===== src/rtl/gate_op_sequencer.sv =====
// Classical gate-operation sequencer: queues X/CNOT/SWAP/CLR/MEAS operations in a FIFO
// and executes one per cycle against an NQ-bit register, stalling on unacknowledged snapshots.
module gate_op_sequencer #(
  parameter int NQ    = 4,
  parameter int DEPTH = 4
) (
  input  logic                   clk,
  input  logic                   rst,
  input  logic                   op_valid,
  output logic                   op_ready,
  input  logic [2:0]             op_code,
  input  logic [$clog2(NQ)-1:0]  op_a,
  input  logic [$clog2(NQ)-1:0]  op_b,
  output logic [NQ-1:0]          q_state,
  output logic                   meas_valid,
  output logic [NQ-1:0]          meas_data,
  input  logic                   meas_ready,
  output logic                   busy,
  output logic                   err
);

  localparam int unsigned AW = $clog2(NQ);
  localparam int unsigned PW = $clog2(DEPTH);
  localparam int unsigned CW = PW + 1;

  localparam logic [2:0] OP_NOP  = 3'd0;
  localparam logic [2:0] OP_X    = 3'd1;
  localparam logic [2:0] OP_CNOT = 3'd2;
  localparam logic [2:0] OP_SWAP = 3'd3;
  localparam logic [2:0] OP_CLR  = 3'd4;
  localparam logic [2:0] OP_MEAS = 3'd5;

  typedef enum logic {RUN, WAIT_MEAS} state_t;

  typedef struct packed {
    logic [2:0]    code;
    logic [AW-1:0] a;
    logic [AW-1:0] b;
  } op_t;

  op_t           mem [DEPTH];
  op_t           head;
  state_t        state;
  logic [PW-1:0] wr_ptr;
  logic [PW-1:0] rd_ptr;
  logic [CW-1:0] count;
  logic [CW-1:0] count_next;
  logic          push;
  logic          pop;
  logic          a_ok;
  logic          b_ok;
  logic          err_set;
  logic          meas_go;
  logic          meas_valid_next;
  logic [NQ-1:0] q_next;

  assign push = op_valid && op_ready;
  assign pop  = (state == RUN) && (count != '0);
  assign head = mem[rd_ptr];
  assign a_ok = 32'(head.a) < 32'(NQ);
  assign b_ok = 32'(head.b) < 32'(NQ);

  // Operation storage; contents need no reset since count gates every read.
  always_ff @(posedge clk) begin
    if (push) mem[wr_ptr] <= {op_code, op_a, op_b};
  end

  always_comb begin
    count_next = count;
    case ({push, pop})
      2'b10:   count_next = count + CW'(1);
      2'b01:   count_next = count - CW'(1);
      default: count_next = count;
    endcase
  end

  // Execute the FIFO head against the register.
  always_comb begin
    q_next  = q_state;
    err_set = 1'b0;
    meas_go = 1'b0;
    if (pop) begin
      case (head.code)
        OP_NOP: begin end
        OP_X: begin
          if (a_ok) q_next[head.a] = ~q_state[head.a];
          else      err_set = 1'b1;
        end
        OP_CNOT: begin
          if (!a_ok || !b_ok || head.a == head.b) err_set = 1'b1;
          else q_next[head.b] = q_state[head.b] ^ q_state[head.a];
        end
        OP_SWAP: begin
          if (a_ok && b_ok) begin
            q_next[head.a] = q_state[head.b];
            q_next[head.b] = q_state[head.a];
          end else begin
            err_set = 1'b1;
          end
        end
        OP_CLR:  q_next  = '0;
        OP_MEAS: meas_go = 1'b1;
        default: err_set = 1'b1;
      endcase
    end
  end

  always_comb begin
    meas_valid_next = meas_valid;
    if (meas_go) meas_valid_next = 1'b1;
    else if (state == WAIT_MEAS && meas_ready) meas_valid_next = 1'b0;
  end

  always_ff @(posedge clk or posedge rst) begin
    if (rst) begin
      state      <= RUN;
      wr_ptr     <= '0;
      rd_ptr     <= '0;
      count      <= '0;
      q_state    <= '0;
      meas_data  <= '0;
      meas_valid <= 1'b0;
      err        <= 1'b0;
      op_ready   <= 1'b1;
      busy       <= 1'b0;
    end else begin
      if (push) wr_ptr <= wr_ptr + PW'(1);
      if (pop)  rd_ptr <= rd_ptr + PW'(1);
      count      <= count_next;
      q_state    <= q_next;
      meas_valid <= meas_valid_next;
      if (err_set) err <= 1'b1;
      // Flow-control flags track the post-edge occupancy so they stay registered.
      op_ready <= count_next < CW'(DEPTH);
      busy     <= (count_next != '0) || meas_valid_next;
      case (state)
        RUN: begin
          if (meas_go) begin
            meas_data <= q_state;
            state     <= WAIT_MEAS;
          end
        end
        WAIT_MEAS: begin
          if (meas_ready) state <= RUN;
        end
      endcase
    end
  end

endmodule


===== config.mk =====
export PLATFORM = sky130hd
export DESIGN_NAME = gate_op_sequencer
export DESIGN_NICKNAME = d
export VERILOG_FILES = /design/src/rtl/gate_op_sequencer.sv
export SDC_FILE = /design/constraint.sdc
export NUM_CORES = 1
export LEC_CHECK = 0
export BUFFER_PORTS_ARGS = -buffer_cell sky130_fd_sc_hd__clkbuf_2
export CELL_PAD_IN_SITES_DETAIL_PLACEMENT = 0
export CELL_PAD_IN_SITES_GLOBAL_PLACEMENT = 1
export CORE_UTILIZATION = 52
export DETAILED_ROUTE_END_ITERATION = 8
export GPL_TIMING_DRIVEN = 0
export PLACE_DENSITY_LB_ADDON = 0.1
export SYNTH_ARGS = -nofsm -noshare
export SYNTH_HDL_FRONTEND = slang
export SYNTH_SLANG_ARGS = --single-unit
export TNS_END_PERCENT = 30

===== constraint.sdc =====
create_clock -name clk -period 6.7 [get_ports clk]
set_input_delay 1.675 -clock clk [delete_from_list [all_inputs] [get_ports clk]]
set_output_delay 1.675 -clock clk [all_outputs]
set_load 0.1 [all_outputs]

After elaboration in Yosys (flattened, before gate mapping)
Memory sizes are Yosys's and may differ from the RTL's. Index checks and enable logic that the tools add are counted.

Add/sub/neg operators: 4. Magnitude comparators: 5. Equal/unequal tests: 9. Mux-type cells: 27. Bitwise gates (word level): 3. Reduce and logical (&&, ||, !) cells: 13.

Operators by type and width (number): 4-bit bitwise mux (4); 4-bit case mux with 4 select lines (1); 1-bit 2-to-1 mux (14); 3-bit by 2-bit == test with 1-bit output, second input constant (2); 3-bit == test, second input constant (2); 2-bit by 3-bit less-than comparator with 1-bit output, second input constant (2); 3-bit case mux with 2 select lines (1); 3-bit nonzero test (2); 1-bit logical AND (5); 5-bit OR reduction (1); 2-bit by 1-bit adder with 2-bit output, second input constant (2); 1-bit binary-select mux with 2-bit select (2); 1-bit demux with 2-bit select (2); 2-bit by 1-bit >= comparator with 1-bit output, second input constant (2); 4-bit 2-to-1 mux (1); 1-bit case mux with 2 select lines (2); 4-bit nonzero test (1); 3-bit by 1-bit adder with 3-bit output, second input constant (1); 3-bit by 1-bit == test with 1-bit output, second input constant (1); 3-bit logical NOT (1); 3-bit less-than comparator, second input constant (1); 3-bit AND reduction (1); 3-bit by 1-bit subtractor with 3-bit output, second input constant (1); 2-bit by 1-bit == test with 1-bit output, second input constant (1); 7 further kinds (8).

Register bits: 20. Bits in writable memories: 28. Input port bits: 11. Output and inout bits: 12. Word-level logic and storage cells: 72. Memories: 1.

Memories: mem (depth 4, bits a word 7, read ports 1, clocked after Yosys merged registers in 0, wr ports 1, line 41) `op_t mem [DEPTH];`.

Logic depth before layout (Yosys ltp)
An unclocked memory read counts as a cell.

Depth in word-level cells: 8. Mapped depth: 12. Depth with buffers taken out: 11.

Worst setup path before layout
Ideal clock, no wire load.

Path type: in2reg. Start: in op_valid. End: reg busy. Library setup time: 139 ps. Arrival: 3274 ps. Required time: 6561 ps. Slack: 3287 ps. Cell stages on the path: 9. Path buffers: 0. Cell sequence: nand2_1 ha_1 inv_1 fa_1 xor2_1 nor2_1 xnor2_1 inv_1 or4_1.

Word-level cells in the longest chain between the ends: 5. Elaborated cells on any way between the ends: 6. Those cells by class: eq/ne: 2; mux: 1; reduce/logical: 3.

Ends and longest elaborated chain: start, declared (line 9) `input logic op_valid,`; 1-bit logical AND (*) (line 57) `assign push = op_valid && op_ready;`; 2-bit by 1-bit == test with 1-bit output / 2-bit == test (equally long branches) (line 70) `case ({push, pop})`; 3-bit case mux with 2 select lines (*) (line 70); net count_next[2] (line 47) `logic [CW-1:0] count_next;`; 3-bit nonzero test (*) (line 135) `busy <= (count_next != '0) || meas_valid_next;`; 1-bit logical OR (*) (line 135); end signal, assigned (line 135); end, declared (line 18) `output logic busy,`.

The timed path passes the listed nets; every way through them passes the cells marked *. A chain may end at the register's enable or synchronous reset.

Worst setup path after layout
Ends and elaborated chain as after synthesis.

==> qor.csv <==
stage,metric,value,unit
status,outcome,"complete, but fails checks",
status,violations,design-rule violations,
placement,dpl_cell_area,2640,um^2
placement,pre_cts_ws,3020,ps
placement,gp_congestion,0.849,
route,firstDrtPassIters,6,
synthesis,synth_area_leaders,"edfxtp_1, dfrtp_1, mux4_2",
floorplanning,fp.dieW,70.8,um
synthesis,synth_warnings,0,
synthesis,avgSynthCellArea,13.0,um^2
synthesis,synth-xor-area-share,0.0361,
timing,worst_pin_slew,777,ps
setup_path,arrival,3520,ps
finish,final_core_util,0.621,
setup_path,crit_family,simple AND/OR/NAND/NOR gates,
synthesis,yosysSeqAreaShare,0.546,
synthesis,synth_edf_count,28,
timing,fin_skew,15.9,ps
setup_path,max_stage_delay,460,ps
floorplanning,start_util,0.554,
route,drc_errors,8,
synthesis,synthCells,189,
synthesis,synth_top_family_by_area,simple AND/OR/NAND/NOR gates,
timing,max_slew_margin,0.481,
placement,dp_hpwl,3400,um
finish,stdcell_area,2760,um^2
floorplanning,dieHeight,70.8,um
floorplanning,io_pins,23,
route,wl_per_cell,17.3,um
clock_network,htreeDepth,2,
setup_path,critPathLaunch,op_valid,
timing,setup_viol,0,
setup_path,setup.worst_path.start_class,primary input,
route,ant_nets,0,
grt,grt_max_degree,21,
timing,hold_viol_final,0,
timing,drv_slew,0,
finish,nets,235,
setup_path,r2r_cells,12,
flow_run,drv_cap,0,
finish,area_growth,12.1,%
timing,min_period,3340,ps
setup_path,reg2reg_from,count[0]$_DFF_PP0_,
clock_network,clk-insertion-delay-late,310,ps
synthesis,synthesis.nets,206,
setup_path,worstSetupPathType,primary input to register,
synthesis,synth_largest_area_cell,edfxtp_1,
route,drt_iter0_drc,187,
setup_path,rr_endpoint,busy$_DFF_PP0_,
timing,fin_ws,3360,ps
clock_network,cts_buffers,5,
timing,grt_setup_unrepaired,no,
synthesis,synthSimpleGateAreaFrac,0.137,
route,vias,1621,
synthesis,synth_most_common_cell,edfxtp_1,
route,drt-total-wl,4690,um
finish,n_fill_cell,350,
floorplanning,die-area,5010,um^2
setup_path,slowest_stage,or4_1,
setup_path,cp_num_cells,10,
setup_path,worstPathMaxFanout,5,
setup_path,cp_common_cell,inv_1,
grt,grt_remaining_overflow,0,
floorplanning,rows,24,
grt,grt_pass1_vias,1643,
synthesis,synth-compound-area-share,0.0803,
grt,grt_pass1_wl,8000,um
setup_path,crit_buf_inv,3,
synthesis,synth_mux_area_frac,0.128,
synthesis,synthArstFlopShare,0.417,
clock_network,postCtsSetupRepairBufs,0,
clock_network,cts-root-buf,clkbuf_8,
clock_network,cts_tree,yes,
synthesis,netlist_area,2460,um^2
clock_network,cts-resized-gates,0,
synthesis,synth.distinct_cells,48,
synthesis,synth_flop_cell,edfxtp_1,
clock_network,clock-sinks,48,
timing,timing.final.crit_share,0.498,
placement,port_buffers,22,
setup_path,crit_end,busy$_DFF_PP0_,
setup_path,required,6880,ps
synthesis,synth_seq_cells,48,
finish,drive_gt1_frac,0.210,
setup_path,rrSetupSlack,3930,ps
grt,grt_usage,0.213,
worst_hold_path,hp-class,register to register,
synthesis,synth_fa_ha_area_frac,0.0336,
floorplanning,coreArea,4440,um^2
clock_network,postCtsHoldBufs,0,
timing,tns,0,ps
setup_path,cp_cell_sequence,clkbuf_2 > nand2_1 > ha_1 > inv_1 > fa_1 > xor2_1 > nor2_1 > xnor2_1 > inv_1 > or4_1,
synthesis,synthTopCellsByCount,"edfxtp_1, dfrtp_1, nand2_1",
clock_network,clkSlewWorstSetupHoldPaths,90,ps
timing,max_freq,300,MHz
clock_network,clockBufferDepth,2,
finish,num_antenna_cells,0,
route,viasPerCell,5.98,
synthesis,yosysTopAreaCellShare,0.342,
setup_path,end_kind,register,
grt,antenna_found_initial,0,
-- cell usage in the layout (no fill, tap or decap), drive strengths merged, types with 2 or more instances in the layout --
| cell | instances |
|---|---|
| nor4b | 3 |
| or4 | 2 |
| mux4 | 7 |
| a31oi | 3 |
| dfrtp | 19 |
| nor4 | 5 |
| edfxtp | 28 |
| a21oi | 6 |
| nor2 | 10 |
| inv | 11 |
| clkbuf | 33 |
| and2 | 2 |
| ha | 5 |
| a22oi | 2 |
| xnor2 | 5 |
| or3b | 2 |
| buf | 4 |
| nor2b | 6 |
| o21ai | 7 |
| nand2b | 3 |
| a21o | 3 |
| nand4 | 2 |
| and3 | 4 |
| nor3 | 4 |
| xor2 | 3 |
| mux2 | 8 |
| nand2 | 12 |
| mux2i | 6 |
-- stage by stage --
step	hold slack, ps	std cells
6_report	471	271
4_1_cts	475	271
5_1_grt	521	271
3_5_place_dp	468	263
3_3_place_gp	455	263
2_1_floorplan	431	189
-- sequential cells by signal, summed over array words and instances (netlist names), 2 cells and up, named ones only --
name,flops
rd_ptr,2
wr_ptr,2
count,3
mem,28
meas_data,4
-- final cells by class --
class / count / area [um^2] / area share
Timing Repair Buffer: 22 / 110 / 0.0399
Clock buffer: 8 / 123 / 0.0444
Sequential cell: 48 / 1340 / 0.487
Tap cell: 52 / 65.1 / 0.0236
Buffer: 7 / 51.3 / 0.0186
Multi-Input combinational cell: 122 / 1020 / 0.371
Inverter: 12 / 45.0 / 0.0163
-- metal layers --
layer	global-route usage	part of all wire	vias to the layer above
li1	-	-	763
met1	0.261	0.43	803
met2	0.375	0.51	47
met3	0.0484	0.045	8
met4	0.0733	0.015	0
met5	0	0	-
-- kinds of logic (layout without fill, tap and decap cells) --
family	after synthesis	count (layout)
XOR/XNOR	8	8
flip-flops	48	48
multiplexers	21	21
AO/OA/AOI/OAI	29	29
adder cells (fa/ha/maj)	6	6
AND/OR/NAND/NOR	58	58
buffers and inverters	19	49
-- how the worst min path moves through the flow --
stage | from | endpoint | slack, ps | cells after the start
global route | count[2]$_DFF_PP0_ | op_ready$_DFF_PP1_ | 520 | 1
CTS | count[2]$_DFF_PP0_ | op_ready$_DFF_PP1_ | 470 | 1
global placement | count[2]$_DFF_PP0_ | op_ready$_DFF_PP1_ | 460 | 1
detailed placement | count[2]$_DFF_PP0_ | op_ready$_DFF_PP1_ | 470 | 1
finish | count[2]$_DFF_PP0_ | op_ready$_DFF_PP1_ | 470 | 1
floorplan | count[2]$_DFF_PP0_ | op_ready$_DFF_PP1_ | 430 | 1
Power is left out: the tool's default activity adds up to more than one toggle a clock period on the data nets, which glitch-free logic cannot reach.
